==> config.mk <==
export PLATFORM = sky130hd
export DESIGN_NAME = mem_access_unit
export DESIGN_NICKNAME = d
export VERILOG_FILES = /design/src/rtl/mem_access_unit_pkg.sv /design/src/rtl/mem_load_align.sv /design/src/rtl/mem_access_unit.sv
export SDC_FILE = /design/constraint.sdc
export NUM_CORES = 1
export LEC_CHECK = 0
export CAP_MARGIN = 20
export CORE_ASPECT_RATIO = 2
export CORE_MARGIN = 2
export CORE_UTILIZATION = 33
export CTS_BUF_LIST = sky130_fd_sc_hd__clkbuf_2
export CTS_CLUSTER_SIZE = 25
export DETAILED_ROUTE_END_ITERATION = 10
export GPL_ROUTABILITY_DRIVEN = 0
export PLACE_DENSITY = 0.94
export REMOVE_ABC_BUFFERS = 1
export SETUP_SLACK_MARGIN = 0.1
export SLEW_MARGIN = 20
export SYNTH_ARGS = -nofsm -noshare
export SYNTH_HDL_FRONTEND = slang
export SYNTH_SLANG_ARGS = --single-unit
==> constraint.sdc <==
create_clock -name clk -period 2.75 [get_ports clk]
set_input_delay 0.55 -clock clk [delete_from_list [all_inputs] [get_ports clk]]
set_output_delay 0.55 -clock clk [all_outputs]
set_load 0.02 [all_outputs]
==> src/rtl/mem_access_unit_pkg.sv <==
// Shared encodings and lane helpers for the load/store front end.
// Latency: n/a (types and pure functions only).
// Backpressure: n/a.
package mem_access_unit_pkg;

    localparam int MEM_DATA_WIDTH = 32;
    localparam int MEM_LANES      = MEM_DATA_WIDTH / 8;

    localparam logic [1:0] MEM_SIZE_BYTE = 2'd0;
    localparam logic [1:0] MEM_SIZE_HALF = 2'd1;
    localparam logic [1:0] MEM_SIZE_WORD = 2'd2;

    typedef enum logic [1:0] {
        ST_IDLE      = 2'd0,
        ST_READ_WAIT = 2'd1,
        ST_RESP      = 2'd2
    } mem_state_t;

    // Load context carried from the accept cycle to the RAM data cycle.
    typedef struct packed {
        logic [1:0] size;
        logic       is_unsigned;
        logic [1:0] offset;
    } load_meta_t;

    function automatic logic [MEM_LANES-1:0] mem_byte_en(input logic [1:0] size,
                                                         input logic [1:0] offset);
        logic [MEM_LANES-1:0] be;
        case (size)
            MEM_SIZE_BYTE: be = 4'b0001 << offset;
            MEM_SIZE_HALF: be = offset[1] ? 4'b1100 : 4'b0011;
            default:       be = 4'b1111;
        endcase
        return be;
    endfunction

    function automatic logic [MEM_DATA_WIDTH-1:0] mem_lane_data(input logic [1:0] size,
                                                                input logic [MEM_DATA_WIDTH-1:0] wdata);
        logic [MEM_DATA_WIDTH-1:0] d;
        case (size)
            MEM_SIZE_BYTE: d = {4{wdata[7:0]}};
            MEM_SIZE_HALF: d = {2{wdata[15:0]}};
            default:       d = wdata;
        endcase
        return d;
    endfunction

    function automatic logic mem_misaligned(input logic [1:0] size, input logic [1:0] offset);
        logic m;
        case (size)
            MEM_SIZE_BYTE: m = 1'b0;
            MEM_SIZE_HALF: m = offset[0];
            default:       m = (offset != 2'b00);
        endcase
        return m;
    endfunction

endpackage

==> src/rtl/mem_load_align.sv <==
// Selects the addressed lane(s) of a raw RAM word and sign/zero-extends them.
// Latency: combinational.
// Backpressure: none; pure datapath.
module mem_load_align
    import mem_access_unit_pkg::*;
(
    input  logic [MEM_DATA_WIDTH-1:0] raw_word,
    input  logic [1:0]                size,
    input  logic                      is_unsigned,
    input  logic [1:0]                offset,
    output logic [MEM_DATA_WIDTH-1:0] load_data
);

    logic [7:0]  byte_sel;
    logic [15:0] half_sel;

    always_comb begin
        byte_sel  = raw_word[{offset, 3'b000} +: 8];
        half_sel  = offset[1] ? raw_word[31:16] : raw_word[15:0];
        load_data = raw_word;
        case (size)
            MEM_SIZE_BYTE: load_data = {{24{~is_unsigned & byte_sel[7]}}, byte_sel};
            MEM_SIZE_HALF: load_data = {{16{~is_unsigned & half_sel[15]}}, half_sel};
            default:       load_data = raw_word;
        endcase
    end

endmodule

==> src/rtl/mem_access_unit.sv <==
// Load/store front end for the data RAM; optional MEM_ACCESS_ALIGN_CHECK_EN traps misaligned accesses.
// Latency: store response 1 cycle after accept, load 2 cycles (RAM read latency absorbed in READ_WAIT).
// Backpressure: one request in flight; req_ready drops while a response waits for resp_ready.
module mem_access_unit
    import mem_access_unit_pkg::*;
#(
    parameter int ADDR_WIDTH = 32,
    parameter int DATA_WIDTH = 32
) (
    input  logic                  clk,
    input  logic                  rst,
    input  logic                  req_valid,
    output logic                  req_ready,
    input  logic                  req_we,
    input  logic [1:0]            req_size,
    input  logic                  req_unsigned,
    input  logic [ADDR_WIDTH-1:0] req_addr,
    input  logic [DATA_WIDTH-1:0] req_wdata,
    output logic                  resp_valid,
    input  logic                  resp_ready,
    output logic [DATA_WIDTH-1:0] resp_rdata,
    output logic                  resp_exc,
    output logic [ADDR_WIDTH-1:0] resp_badvaddr,
    output logic                  ram_en,
    output logic [3:0]            ram_write_en,
    output logic [ADDR_WIDTH-1:0] ram_addr,
    output logic [DATA_WIDTH-1:0] ram_write_data,
    input  logic [DATA_WIDTH-1:0] ram_read_data
);

    mem_state_t                state;
    load_meta_t                meta;
    logic                      accept;
    logic                      mis;
    logic [DATA_WIDTH-1:0]     load_data;

    assign req_ready = !rst && (state == ST_IDLE || (state == ST_RESP && resp_ready));
    assign accept    = req_valid && req_ready;

`ifdef MEM_ACCESS_ALIGN_CHECK_EN
    logic                  exc_q;
    logic [ADDR_WIDTH-1:0] badvaddr_q;

    assign mis           = mem_misaligned(req_size, req_addr[1:0]);
    assign resp_exc      = exc_q;
    assign resp_badvaddr = badvaddr_q;
`else
    assign mis           = 1'b0;
    assign resp_exc      = 1'b0;
    assign resp_badvaddr = '0;
`endif

    // RAM port is driven only during the accept cycle so the RAM sees exactly one access per request.
    always_comb begin
        ram_en         = 1'b0;
        ram_write_en   = 4'b0000;
        ram_addr       = '0;
        ram_write_data = '0;
        if (accept && !mis) begin
            ram_en   = 1'b1;
            ram_addr = {req_addr[ADDR_WIDTH-1:2], 2'b00};
            if (req_we) begin
                ram_write_en   = mem_byte_en(req_size, req_addr[1:0]);
                ram_write_data = mem_lane_data(req_size, req_wdata);
            end
        end
    end

    mem_load_align u_load_align (
        .raw_word    (ram_read_data),
        .size        (meta.size),
        .is_unsigned (meta.is_unsigned),
        .offset      (meta.offset),
        .load_data   (load_data)
    );

    always_ff @(posedge clk) begin
        if (rst) begin
            state      <= ST_IDLE;
            meta       <= '0;
            resp_valid <= 1'b0;
            resp_rdata <= '0;
`ifdef MEM_ACCESS_ALIGN_CHECK_EN
            exc_q      <= 1'b0;
            badvaddr_q <= '0;
`endif
        end else if (accept) begin
            meta       <= '{size: req_size, is_unsigned: req_unsigned, offset: req_addr[1:0]};
            resp_rdata <= '0;
`ifdef MEM_ACCESS_ALIGN_CHECK_EN
            exc_q      <= mis;
            badvaddr_q <= mis ? req_addr : '0;
`endif
            if (mis || req_we) begin
                state      <= ST_RESP;
                resp_valid <= 1'b1;
            end else begin
                state      <= ST_READ_WAIT;
                resp_valid <= 1'b0;
            end
        end else begin
            case (state)
                ST_READ_WAIT: begin
                    state      <= ST_RESP;
                    resp_valid <= 1'b1;
                    resp_rdata <= load_data;
                end
                ST_RESP: begin
                    if (resp_ready) begin
                        state      <= ST_IDLE;
                        resp_valid <= 1'b0;
                        resp_rdata <= '0;
`ifdef MEM_ACCESS_ALIGN_CHECK_EN
                        exc_q      <= 1'b0;
                        badvaddr_q <= '0;
`endif
                    end
                end
                default: state <= ST_IDLE;
            endcase
        end
    end

endmodule
==> key figures <==
STA
  – Rel. slew slack: 41.80%
  – Fin. Hold Viols: 0
  – Period utilisation layout: 92.59%
  – Fin crit period: 2546 ps
  – Max Clock Freq: 392.7 MHz
  – Setup Skew: 14.09 ps
  – Max Transition Viols Final: 0
  – Post-route setup slack: 203.7 ps
  – Slew @ Worst Pin: 866.6 ps
  – RSZ-0062 raised after global routing: false
  – Final setup viols: 0

CTS
  – TritonCTS buffer count: 5
  – Clk_lat worst skew: 430 ps
  – Clock Tree Root: clkbuf_2
  – Clk sink count: 40
  – CTS Hold Bufs: 0
  – TritonCTS clock tree: done
  – Max H-tree Level: 2
  – CTS clk-pin slew, worst paths: 210 ps
  – Clock Path Buffers: 2

Cells and area
  – Fillers: 774
  – Share of layout cells above drive strength 1: 21.91%
  – Register area: 802.0 sq um
  – Final net count: 669
  – Area of the multi-input gates: 1808 sq um
  – ANT cells: 0
  – P&R area growth vs syn: 67.37%

Global route
  – Largest net degree at the start of global routing: 32
  – Antenna violations before repair: 0
  – Tot GR Track Use: 24.26%
  – Vias in the first global route: 3,481
  – First-pass GRT wire length: 17,910 um
  – Remaining global-route overflow: 0

Logic synthesis
  – Yosys top cell by area: dfxtp_1
  – Ys Warns: 0
  – Synth Flop Type: dfxtp_1
  – Asr flop ratio synth: 0%
  – Distinct cells, synth: 41
  – Post-Syn Area per Cell: 8.041 sq um
  – Yosys top cell area share: 27.59%
  – Number of flops mapped to enable cells by yosys: 0
  – Synth top cells by count: a21oi_1 (40), dfxtp_1 (40), buf_4 (35)
  – Mapped cell area: 2903 sq um
  – Post-Syn Instances: 361
  – Synth top area cells: dfxtp_1 (28%), buf_4 (9.1%), a21oi_1 (6.9%), and2_1 (6.7%), a221o_1 (5.5%)
  – FF+latch count, synth: 40
  – Part of the Yosys area used for sequential elements: 27.59%

Routing
  – Routed wire per std cell: 18.80 um
  – Remaining DRCs: 0
  – Via count: 3,503
  – Vias/cell: 5.260
  – WL final: 12,520 um
  – DRT Pass-1 Iters: 5
  – DR iter-0 viols: 283
  – Antenna Nets Post-Route: 0

Floorplan
  – Height of the die: 136.6 um
  – Core Area: 8588 sq um
  – Ports: 240
  – Rows: 48
  – Die ar.: 9608 sq um
  – Initial Util: 33.80%
  – DIE WIDTH: 70.32 um

Setup path
  – CP Cell Sequence: nor2b_2, nor4_4, nand2_2, buf_12, a21oi_1, buf_2
  – CP Launch Point: state[1]
  – Crit Path Max Fanout: 8
  – Crit Path Category: reg2out
  – CP arrival: 2000 ps
  – CP required: 2200 ps
  – Slowest cell on the critical path: dfxtp_2
  – Crit. End Element: primary output
  – Max incr delay on CP: 390 ps
  – Critical R2R Launch: meta[1]
  – Setup crit start kind: flip-flop

Power
  – Total design power: 1.636 mW
  – Pleak: 2.219 nW
  – Power Dens Cells: 336.7 nW/um^2
  – Max VDD drop: 0.1977 mV

Hold path
  – Hold WC Path Type: reg2reg
  – Hold_sp: resp_rdata[2]

Placed design
  – Dpl hpwl: 9770 um
  – Pre-CTS setup slack: -347.6 ps
  – Port bufs: 204

Flow run
  – Max-cap viol count: 0

Outcome
  – Status: complete, no violations
-- final timing paths --
check                             to  slack, ps  depth (start not counted)
hold / removal         resp_rdata[2]        490                          1
setup reg to reg      resp_rdata[24]        610                          4
setup / recovery  ram_write_data[15]        200                          6
hold reg to reg        resp_rdata[2]        490                          1
-- routing by layer --
metal / vias up / track usage, % / part of all wire [%]
met4: 0 / 7.479 / 1.7
met5: - / 0 / 0
met1: 1603 / 25.23 / 34
met2: 259 / 47.64 / 55
met3: 19 / 4.639 / 8.9
li1: 1622 / - / -
-- logic make-up (layout without fill, tap and decap cells) --
logic type / count (synthesis) / in the layout / share of synthesized area (%)
AOI/OAI and AO/OA: 112 / 112 / 26.29
DFF: 40 / 40 / 27.59
muxes: 26 / 26 / 10.04
other: 1 / 35 / 0.1292
buffers and inverters: 76 / 247 / 15.56
and+or+nand+nor: 106 / 106 / 20.39
-- final cells by class --
type | count | area share (%)
Inverter | 12 | 0.9271
Multi-Input combinational cell | 279 | 37.21
Clock inverter | 3 | 0.8756
Sequential cell | 40 | 16.51
Tap cell | 100 | 2.575
Timing Repair Buffer | 227 | 41.39
Clock buffer | 5 | 0.5151
-- placed cells by master (no fill, tap or decap), types with 8 or more instances in the layout --
cell type | synthesis | final
and3_1 | 9 | 9
buf_4 | 35 | 23
inv_1 | 11 | 10
a22o_1 | 8 | 8
a221o_1 | 16 | 16
buf_2 | 10 | 56
o21ai_0 | 24 | 24
nand2_1 | 19 | 18
and2_1 | 31 | 31
mux2i_1 | 16 | 16
conb_1 | 1 | 35
clkdlybuf4s50_1 | 0 | 134
nor2_1 | 30 | 29
dfxtp_1 | 40 | 39
a21oi_1 | 40 | 38
-- flip-flops by register name (all words and copies together), names as in the netlist --
name        count
meta            5
resp_valid      1
resp_rdata     32
state           2
-- per-stage QoR --
| stage | cells | hold slack (ps) | setup TNS (ps) | utilization, % | area (sq um) |
|---|---|---|---|---|---|
| after floorplan | 331 | 481.2 | -22590 | - | 2624 |
| after global placement | 652 | 444.9 | -15150 | 57.62 | 4949 |
| after detailed placement | 652 | 454.4 | -17170 | 57.62 | 4949 |
| after CTS | 663 | 490.1 | 0 | 55.29 | 4748 |
| after global routing | 666 | 501.4 | 0 | 56.57 | 4858 |
| final | 666 | 493.6 | 0 | 56.57 | 4858 |
-- critical path, delay by kind of cell (launching register included) --
kind / cells / cell delay, ps
compound gates: 1 / 160
flops: 1 / 390
buf+inv: 2 / 400
simple gates: 3 / 630
-- repair_timing --
item	4_1_cts	5_1_grt
resized for setup	254	21
pin swaps	1	2
cloned	1	3
setup endpoints to repair	63	67
hold endpoints to repair	0	0
buffers inserted	2	0
-- where the power goes --
part | total, mW | switching (mW) | internal [mW]
Sequential | 0.630 | 0.0273 | 0.602
Clock | 0.360 | 0.209 | 0.152
Combinational | 0.646 | 0.331 | 0.315
Total | 1.64 | 0.566 | 1.07
Power figures use the tool's default switching activity.
